[src/rtl/pc_fetch_reg.sv]
// Program-counter register stage.
// Holds the current PC and offers it to the fetch stage over a valid/ready
// handshake. Three states:
//   BOOT - a programmable hold-off after reset.
//   RUN  - the PC steps on each accepted fetch, or loads a redirect target.
//   HALT - entered on a misaligned redirect; it is sticky until RST.
// Handshake: a fetch completes on a rising edge where pc_valid=1,
// fetch_ready=1 and ena=1. pc_out stays stable while pc_valid=1 and
// fetch_ready=0. All outputs come straight from registers.
module pc_fetch_reg #(
   parameter int               WIDTH        = 32,
   parameter logic [WIDTH-1:0] RESET_VECTOR = '0,
   parameter int               STEP         = 4,
   parameter int               BOOT_CYCLES  = 2
) (
   input  logic             CLK,
   input  logic             RST,
   input  logic             ena,
   input  logic             redirect_valid,
   input  logic [WIDTH-1:0] redirect_addr,
   input  logic             fetch_ready,
   output logic [WIDTH-1:0] pc_out,
   output logic             pc_valid,
   output logic             misaligned,
   output logic [1:0]       state_dbg
);

   typedef enum logic [1:0] {
      S_BOOT = 2'b00,
      S_RUN  = 2'b01,
      S_HALT = 2'b10
   } state_t;

   localparam int               CW        = (BOOT_CYCLES > 1) ? $clog2(BOOT_CYCLES) : 1;
   localparam logic [CW-1:0]    BOOT_INIT = CW'(BOOT_CYCLES - 1);
   localparam logic [WIDTH-1:0] STEP_W    = WIDTH'(STEP);

   state_t           state_q, state_d;
   logic [CW-1:0]    cnt_q, cnt_d;
   logic [WIDTH-1:0] pc_q, pc_d;
   logic             valid_q, valid_d;
   logic             mis_q, mis_d;
   logic             redir_bad;

   // A redirect target that is not word aligned stops the stage.
   assign redir_bad = redirect_valid && (redirect_addr[1:0] != 2'b00);

   // Next-state logic. When ena is low, every register keeps its value.
   always_comb begin
      state_d = state_q;
      cnt_d   = cnt_q;
      pc_d    = pc_q;
      valid_d = valid_q;
      mis_d   = mis_q;
      if (ena) begin
         case (state_q)
            S_BOOT: begin
               if (redir_bad) begin
                  state_d = S_HALT;
                  valid_d = 1'b0;
                  mis_d   = 1'b1;
               end else begin
                  // A redirect during BOOT loads the PC but does not shorten the hold-off.
                  if (redirect_valid) begin
                     pc_d = redirect_addr;
                  end
                  if (cnt_q == '0) begin
                     state_d = S_RUN;
                     valid_d = 1'b1;
                  end else begin
                     cnt_d = cnt_q - 1'b1;
                  end
               end
            end
            S_RUN: begin
               if (redir_bad) begin
                  state_d = S_HALT;
                  valid_d = 1'b0;
                  mis_d   = 1'b1;
               end else if (redirect_valid) begin
                  // The redirect wins even when the current PC is consumed on this edge.
                  pc_d = redirect_addr;
               end else if (valid_q && fetch_ready) begin
                  pc_d = pc_q + STEP_W;
               end
            end
            S_HALT: begin
               // Only RST leaves HALT.
            end
            default: begin
               state_d = S_HALT;
               valid_d = 1'b0;
               mis_d   = 1'b1;
            end
         endcase
      end
   end

   // State register with an asynchronous reset that forces the boot state at once.
   always_ff @(posedge CLK or posedge RST) begin
      if (RST) begin
         state_q <= S_BOOT;
         cnt_q   <= BOOT_INIT;
         pc_q    <= RESET_VECTOR;
         valid_q <= 1'b0;
         mis_q   <= 1'b0;
      end else begin
         state_q <= state_d;
         cnt_q   <= cnt_d;
         pc_q    <= pc_d;
         valid_q <= valid_d;
         mis_q   <= mis_d;
      end
   end

   assign pc_out     = pc_q;
   assign pc_valid   = valid_q;
   assign misaligned = mis_q;
   assign state_dbg  = state_q;

endmodule

[config.mk]
export PLATFORM = sky130hd
export DESIGN_NAME = pc_fetch_reg
export DESIGN_NICKNAME = d
export VERILOG_FILES = /design/src/rtl/pc_fetch_reg.sv
export SDC_FILE = /design/constraint.sdc
export NUM_CORES = 1
export LEC_CHECK = 0
export CAP_MARGIN = 20
export CORE_AREA = 10 10 78 80
export CTS_CLUSTER_SIZE = 28
export DETAILED_ROUTE_END_ITERATION = 6
export DIE_AREA = 0 0 88 90
export PLACE_DENSITY_LB_ADDON = 0.05
export SYNTH_ARGS = -nofsm -noshare
export SYNTH_HDL_FRONTEND = slang
export SYNTH_SLANG_ARGS = --single-unit
[constraint.sdc]
create_clock -name CLK -period 4.75 [get_ports CLK]
set_input_delay 0.95 -clock CLK [delete_from_list [all_inputs] [get_ports CLK]]
set_output_delay 0.95 -clock CLK [all_outputs]
set_load 0.005 [all_outputs]
# Word level (Yosys, flattened, before mapping)
# Index checks and enable logic that the tools add are counted.
op_classes:
  addsub: 2
  eq_ne: 9
  muxes: 17
  bitwise_logic: 2
  reduce_logical: 10
op_table:
  columns: ["cell", "n"]
  rows:
  - ["32-bit 2-to-1 mux", 5]
  - ["32-bit one-hot mux with 2 select lines", 1]
  - ["32-bit by 3-bit adder with 32-bit output (second input constant)", 1]
  - ["2-bit != test (second input constant)", 4]
  - ["2-bit 2-to-1 mux", 3]
  - ["3-bit != test (second input constant)", 2]
  - ["2-bit one-hot mux with 3 select lines", 1]
  - ["3-bit AND reduction", 2]
  - ["6-bit AND reduction", 1]
  - ["1-bit 2-to-1 mux", 5]
  - ["4-bit AND reduction", 1]
  - ["2-bit nonzero test", 2]
  - ["1-bit one-hot mux with 3 select lines", 1]
  - ["2-bit by 1-bit equality test with 1-bit output (second input constant)", 1]
  - ["2-bit equality test (second input constant)", 1]
  - ["1-bit logical AND", 2]
  - ["2-bit logical NOT", 1]
  - ["2-bit by 1-bit != test with 1-bit output (second input constant)", 1]
  - ["1-bit NOT", 2]
  - ["1-bit one-hot mux with 2 select lines", 1]
  - ["2-bit OR reduction", 1]
  - ["1-bit subtractor (second input constant)", 1]
word_totals:
  register_bits: 37
  in_bits: 37
  out_inout_bits: 36
  word_cells: 45

# Longest topological paths before layout
# Gate-level depths: netlist (run 1).
logic_depth:
  ltp_word: 5
  depth_mapped: 7

# Worst setup path after synthesis (run 1)
# Ideal clock, no wire load.
synth_path:
  kind: "in2reg"
  start: "input port redirect_valid"
  end: "register pc_q[10] (netlist: pc_out[10])"
  t_arrival_ps: 2089
  path_slack_ps: 2526
  path_stages: 5
  path_cell_list: "and3b_1 > o21ai_0 > clkbuf_1 > clkbuf_1 > o21ai_0"
synth_between:
  elab_chain_len: 3
synth_rtl:
  columns: ["item", "line_no", "rtl"]
  rows:
  - ["from (decl)", "19", "input logic redirect_valid,"]
  - ["32-bit 2-to-1 mux or 1-bit logical AND (tied branches)", "80, 46", null]
  - ["32-bit 2-to-1 mux or 2-bit != test (tied branches)", null, null]
  - ["32-bit one-hot mux with 2 select lines or 6-bit AND reduction (tied branches)", null, null]
  - ["to (signal assigned)", "110", "pc_q <= pc_d;"]
  - ["to (decl)", "40", "logic [WIDTH-1:0] pc_q, pc_d;"]
# Parallel ways exist; a longest one is shown, timed or not. The select of a mux whose other input is x is not followed.
# A chain may end at the register's enable or synchronous reset.

# Final worst setup path (run 1)
layout_path:
  start: "input port redirect_valid"
  end: "register pc_q[20] (netlist: pc_out[20])"
# Same word-level chain as after synthesis.

==> impl_metrics.py, run 1 <==
metrics = {
    "outcome": {
        "status": "completed",
    },
    "power_and_ir_drop": {
        "p_int_w": 0.0006455,
        "powerDensity_nw_per_um2": 299.2,
        "power.share.clock": 0.249,
        "seq_power_share": 0.488,
        "p_leak_nw": 1.209,
        "vdd_drop_max_mv": 0.1739,
        "switching_share": 0.3008,
        "combPwrFrac": 0.263,
        "power_switching_w": 0.0002776,
    },
    "setup_path": {
        "r2r_slack_ps": 2420,
        "crit_buf_inv": 2,
        "worst_setup_path_start_kind": "input port",
        "crit_path_max_incr_delay_ps": 730,
        "startpoint": "redirect_valid",
        "cp.arrival_ps": 3030,
        "cp_cell_sequence": "clkdlybuf4s50_1, nor3b_1, o21a_1, buf_4, o21ai_0, a21oi_1",
        "cpLargestDelayFamily": "compound AO/OA/AOI/OAI gates",
        "path_max_fanout": 23,
        "required_ps": 4970,
        "reg2reg_from": "pc_out[2]$_DFFE_PP0P_",
        "critPathSlowestCell": "o21a_1",
        "crit_type": "in -> reg",
        "endpoint_kind": "register",
    },
    "detailed_routing": {
        "firstDrtPassIters": 4,
        "drtIter0Drc": 146,
        "totalWireLength_mm": 6.709,
        "ant_nets": 0,
        "vias": 2345,
        "routedWlPerCell_um": 16.86,
        "detail_route.vias_per_cell": 5.892,
        "drc": 0,
    },
    "worst_hold_path": {
        "hp-start": "misaligned$_DFFE_PP0P_",
        "min_path_type": "reg -> reg",
    },
    "logic_synthesis": {
        "syn_area_sq_um": 2228,
        "synth.most_common_cell": "dfrtp_1",
        "synth-edff-count": 0,
        "netlist_top_cells_count": "dfrtp_1 (35), nand2_1 (32), a21oi_1 (30), nor2_1 (25), nand3_1 (22)",
        "syn_area_per_cell_sq_um": 8.074,
        "synth_compound_area_frac": 0.2504,
        "ys_warn_count": 0,
        "synth_ff_type": "dfrtp_1",
        "syn_nets": 314,
        "synthAdderAreaFrac": 0.005615,
        "ys_seq_area_frac": 0.4048,
        "synth_xor_area_frac": 0,
        "async_flop_share": 1.000,
        "synth_top_family_by_area": "simple AND/OR/NAND/NOR gates",
        "yosysUniqueCellTypes": 46,
        "synth.top_cell.area_share": 0.3930,
        "synthTopCellsByArea": "dfrtp_1 (39%), a21oi_1 (6.7%), nand2_1 (5.4%)",
        "synth.area.mux_share": 0.004492,
        "synthCells": 276,
        "synthSimpleGateAreaFrac": 0.2925,
        "ys_ff_latch": 36,
        "synth_top_cell_by_area": "dfrtp_1",
    },
    "timing": {
        "fin_crit_ps": 2811,
        "hold_violations": 0,
        "fmax_mhz": 355.7,
        "tightestPinTransition_ps": 821.5,
        "tns_ps": 0,
        "report.final.slew_viol_count": 0,
        "slew_headroom": 0.4524,
        "fin_crit_sh": 0.5918,
        "setup_viol_count_final": 0,
        "fin_skew_ps": 5.112,
        "rsz0062_at_grt": "no",
    },
    "global_routing": {
        "grt_max_degree": 50,
        "grt_antenna_before_repair": 0,
        "grt_pass1_wl_mm": 11.16,
        "globalRouteOverflowTotal": 0,
        "grt_usage": 0.1657,
        "grt_pass1_vias": 2313,
    },
    "placed_design": {
        "io_buffers": 72,
        "place.gp.congestion": 0.7930,
        "dp_cells": 390,
        "dp_hpwl_mm": 4.784,
    },
    "clocking": {
        "root_buffer": "clkbuf_8",
        "tritoncts": "yes",
        "clk_pin_slew_worst_paths_ps": 70,
        "cts_setup_buffers": 0,
        "clk_path_buf_depth": 2,
        "htreeDepth": 2,
        "hold_buffers": 0,
        "clk_latency_ps": 290,
        "cts_buffers": 5,
        "cts_resized": 0,
        "cts.sinks": 36,
    },
    "final_layout": {
        "nets": 381,
        "n_antenna_cell": 0,
        "layout-drive-gt1-share": 0.06395,
        "final_cells": 398,
        "regArea_sq_um": 902.1,
        "area_delta_synth_final_pct": 38.46,
        "multiInputGateArea_sq_um": 1241,
        "fillers": 408,
    },
    "floorplan": {
        "fp.coreArea_sq_um": 4598,
        "start_util": 0.4846,
        "rows": 25,
        "die_h_um": 90,
        "die_x_um": 88,
        "io_pins": 73,
        "die_area_sq_um": 7920,
    },
    "flow_run": {
        "max-cap-violations": 0,
    },
}
## metrics by stage
stage          hold WS [ps]  utilization  instance area, sq um  setup WS (ps)  total power, W
4_1_cts               466.1       0.6710                  3085           1929       0.0009313
2_1_floorplan         433.5            -                  2228           2526       0.0005220
3_3_place_gp          439.2       0.6514                  2995           1679       0.0006980
3_5_place_dp          449.2       0.6514                  2995           1632       0.0007030
5_1_grt               491.6       0.6710                  3085           1723       0.0009768
6_report              465.1       0.6710                  3085           1939       0.0009231
## layout by cell type, fill, tap and decap left out, types with 5 or more instances in the layout
master / n
a2bb2oi_1: 11
clkbuf_8: 6
o21ai_0: 20
nand2_1: 32
nand3_1: 22
buf_4: 5
a21oi_1: 30
clkdlybuf4s50_1: 72
nor3_1: 7
nor2_1: 25
o22ai_1: 8
inv_1: 7
nand4_1: 12
dfrtp_1: 35
## sequential cells by signal (all words and copies together), names as in the netlist
name	flops
cnt_q	1
state_dbg	2
misaligned	1
pc_out	32
## cell type report
class                           count  area share
Multi-Input combinational cell    216      0.4023
Sequential cell                    36      0.2924
Timing Repair Buffer               77      0.2457
Clock buffer                        8     0.02920
Tap cell                           54     0.02190
Inverter                            7    0.008516
## power by group through the flow
stage,registers (W),clock network [W],logic [W]
6_report,0.000450,0.000230,0.000243
5_1_grt,0.000462,0.000246,0.000270
4_1_cts,0.000449,0.000233,0.000249
3_5_place_dp,0.000455,0,0.000248
3_3_place_gp,0.000454,0,0.000244
2_1_floorplan,0.000442,0,0.0000804
## worst register-to-register path, stage by stage (launching register included)
cell and delay, ps:
dfrtp_1 410, ha_1 240, nand4_1 230, nor4_4 660, nand4_1 190, or4_1 450
nand4_1 100
## path summary, 6_finish.rpt
kind	cells after the start	endpoint
worst max-delay path	6	pc_out[20]$_DFFE_PP0P_
worst min-delay path	1	misaligned$_DFFE_PP0P_
worst max register to register	6	pc_out[30]$_DFFE_PP0P_
worst min register to register	1	misaligned$_DFFE_PP0P_
max in group asynchronous	3	cnt_q$_DFFE_PP1P_
min in group asynchronous	3	state_dbg[0]$_DFFE_PP0P_
## logic make-up after synthesis
family | count (synthesis)
AO/OA/AOI/OAI | 90
adder cells (fa/ha/maj) | 1
AND/OR/NAND/NOR | 124
buffers and inverters | 24
flip-flops | 36
multiplexers | 1
## metal layers
| layer | share of wire | GRT usage |
|---|---|---|
| met1 | 0.44 | 0.2168 |
| met2 | 0.48 | 0.2603 |
| met3 | 0.072 | 0.04513 |
| met4 | 0.0085 | 0.04122 |
| met5 | 0 | 0 |
Power figures use the tool's default switching activity.
==> inputs of run 2 (changes only) <==
Settings changed: CORE_AREA 10 10 78 80 to 10 10 81 83, DIE_AREA 0 0 88 90 to 0 0 91 93.
Clock period 4.75 ns to 2.63 ns, I/O delays scaled along.
==> run 2 against run 1 <==
Compared with the run above: sequential cell count is the same; clock skew fell by 2.6 ps; critical path depth is the same; register-to-register slack got worse by 1800 ps; die area increased by 6.9%; combinational power is 80% higher; count of clock-buffer cells in the layout stayed put; final cell count up 5.0%; routed wire length rose by 2.6%; highest routed layer unchanged.
==> impl_metrics.py, run 2 (synthesized netlist as in run 1, its figures left out) <==
metrics = {
    "outcome": {
        "status": "completed",
    },
    "setup_path": {
        "crit_buf_inv": 2,
        "cpLargestDelayFamily": "simple AND/OR/NAND/NOR gates",
        "rr_endpoint": "pc_out[30]$_DFFE_PP0P_",
        "r2r_slack_ps": 610,
        "endpoint_kind": "register",
        "rr_worst_depth": 6,
        "reg2reg_from": "pc_out[2]$_DFFE_PP0P_",
        "cp.arrival_ps": 2350,
        "required_ps": 2830,
        "crit_type": "in -> reg",
        "worst_setup_path_start_kind": "input port",
        "critPathSlowestCell": "or3b_2",
        "path_max_fanout": 23,
        "crit_path_max_incr_delay_ps": 720,
        "cp_cell_sequence": "clkdlybuf4s50_1, or3b_2, buf_4, nor3_1, a21oi_1, o21ai_0",
    },
    "final_layout": {
        "nets": 385,
        "fillers": 490,
        "largest_reg_flops": 32,
        "area_delta_synth_final_pct": 41.83,
        "fin_util": 0.6309,
        "final_common_cell": "clkdlybuf4s50_1",
        "layout_common_cells": "clkdlybuf4s50_1 (72), dfrtp_1 (35), nand2_1 (32)",
        "n_antenna_cell": 0,
        "layout-drive-gt1-share": 0.07471,
    },
    "detailed_routing": {
        "ant_nets": 0,
        "highest_layer": "met4",
        "vias": 2351,
        "drc": 0,
        "dr_wl_met3_um": 409,
        "firstDrtPassIters": 4,
        "detail_route.vias_per_cell": 5.624,
        "routed-wl-met2_mm": 3.299,
        "routedWlPerCell_um": 16.46,
        "drtIter0Drc": 100,
        "drt-met1-wl_mm": 3.109,
        "totalWireLength_mm": 6.882,
    },
    "placed_design": {
        "io_buffers": 72,
        "dp_hpwl_mm": 4.915,
        "place.gp.congestion": 0.8273,
    },
    "timing": {
        "fin_crit_ps": 2148,
        "fin_crit_sh": 0.8166,
        "fin_skew_ps": 2.520,
        "hold_violations": 0,
        "setup_viol_count_final": 0,
        "rsz0062_at_grt": "no",
        "slew_headroom": 0.5803,
        "report.final.slew_viol_count": 0,
        "fmax_mhz": 465.6,
        "tightestPinTransition_ps": 620.8,
        "tns_ps": 0,
    },
    "clocking": {
        "clk_pin_slew_worst_paths_ps": 70,
        "htreeDepth": 2,
        "cts_buffers": 5,
        "cts_setup_buffers": 0,
        "cts.sinks": 36,
        "hold_buffers": 0,
        "cts_resized": 0,
        "root_buffer": "clkbuf_8",
        "clk_path_buf_depth": 2,
        "clk_latency_ps": 280,
        "tritoncts": "yes",
    },
    "worst_hold_path": {
        "hp-start": "cnt_q$_DFFE_PP1P_",
        "holdPathStages": 2,
        "min_path_type": "reg -> reg",
        "min_to": "cnt_q$_DFFE_PP1P_",
    },
    "floorplan": {
        "start_util": 0.4448,
        "die_h_um": 93,
        "rows": 26,
        "io_pins": 73,
        "die_area_sq_um": 8463,
        "fp.coreArea_sq_um": 5010,
        "die_x_um": 91,
    },
    "global_routing": {
        "grt_usage": 0.1619,
        "grt_max_degree": 50,
        "grt_pass1_vias": 2291,
        "globalRouteOverflowTotal": 0,
        "grt_antenna_before_repair": 0,
        "grt_pass1_wl_mm": 11.57,
    },
    "power_and_ir_drop": {
        "vdd_drop_max_mv": 0.3815,
        "powerDensity_nw_per_um2": 525.1,
        "p_leak_nw": 1.232,
    },
    "flow_run": {
        "max-cap-violations": 0,
    },
}
run 2: cell types whose count changed in the layout (fill, tap and decap cells not counted):
cell / before / now
buf_12: 0 / 2
buf_4: 5 / 7
run 2: tightest hold or removal path: cells and delay by family (launching register included):
kind | cells | cell delay (ps)
AOI/OAI and AO/OA | 1 | 40
DFF | 1 | 360
buffers and inverters | 1 | 60
run 2: how the worst max path moves through the flow:
| stage | start | end | slack, ps | cells after the start |
|---|---|---|---|---|
| 3_5_place_dp | redirect_valid | pc_out[26]$_DFFE_PP0P_ | 190 | 7 |
| 6_report | redirect_valid | pc_out[5]$_DFFE_PP0P_ | 480 | 6 |
| 3_3_place_gp | redirect_valid | pc_out[30]$_DFFE_PP0P_ | 240 | 4 |
| 5_1_grt | redirect_valid | pc_out[8]$_DFFE_PP0P_ | 350 | 6 |
| 4_1_cts | redirect_valid | pc_out[5]$_DFFE_PP0P_ | 490 | 6 |
| 2_1_floorplan | pc_out[2]$_DFFE_PP0P_ | pc_out[30]$_DFFE_PP0P_ | 650 | 6 |
run 2: stage by stage:
step           area (sq um)  cells  setup WS (ps)  hold slack [ps]  total power (W)
2_1_floorplan          2228    276          647.4            433.5        0.0009428
3_3_place_gp           3070    410          240.6            438.4         0.001260
3_5_place_dp           3070    410          194.2            444.8         0.001269
4_1_cts                3161    418          492.4            460.3         0.001680
5_1_grt                3161    418          351.5            482.2         0.001777
6_report               3161    418          482.4            455.4         0.001660
run 2: metal layers:
| metal | GRT usage | vias to the layer above |
|---|---|---|
| li1 | - | 1165 |
| met2 | 0.2560 | 59 |
| met5 | 0 | - |
| met3 | 0.05276 | 6 |
| met1 | 0.2075 | 1121 |
| met4 | 0.04569 | 0 |
run 2: final cells by class:
type / count / area (sq um) / share of cell area
flip-flops and latches: 36 / 902.1 / 0.2854
well taps: 70 / 87.58 / 0.02771
repair buffers: 81 / 813.3 / 0.2573
multi-input cells: 216 / 1241 / 0.3927
inverters: 7 / 26.28 / 0.008314
clock buffers: 8 / 90.09 / 0.02850
run 2: report_power, final:
part / total (W) / leakage [nW] / internal (W) / switching [W]
Clock: 0.000409 / 0.0455 / 0.000214 / 0.000195
Sequential: 0.000814 / 0.456 / 0.000657 / 0.000157
Combinational: 0.000437 / 0.731 / 0.000295 / 0.000142
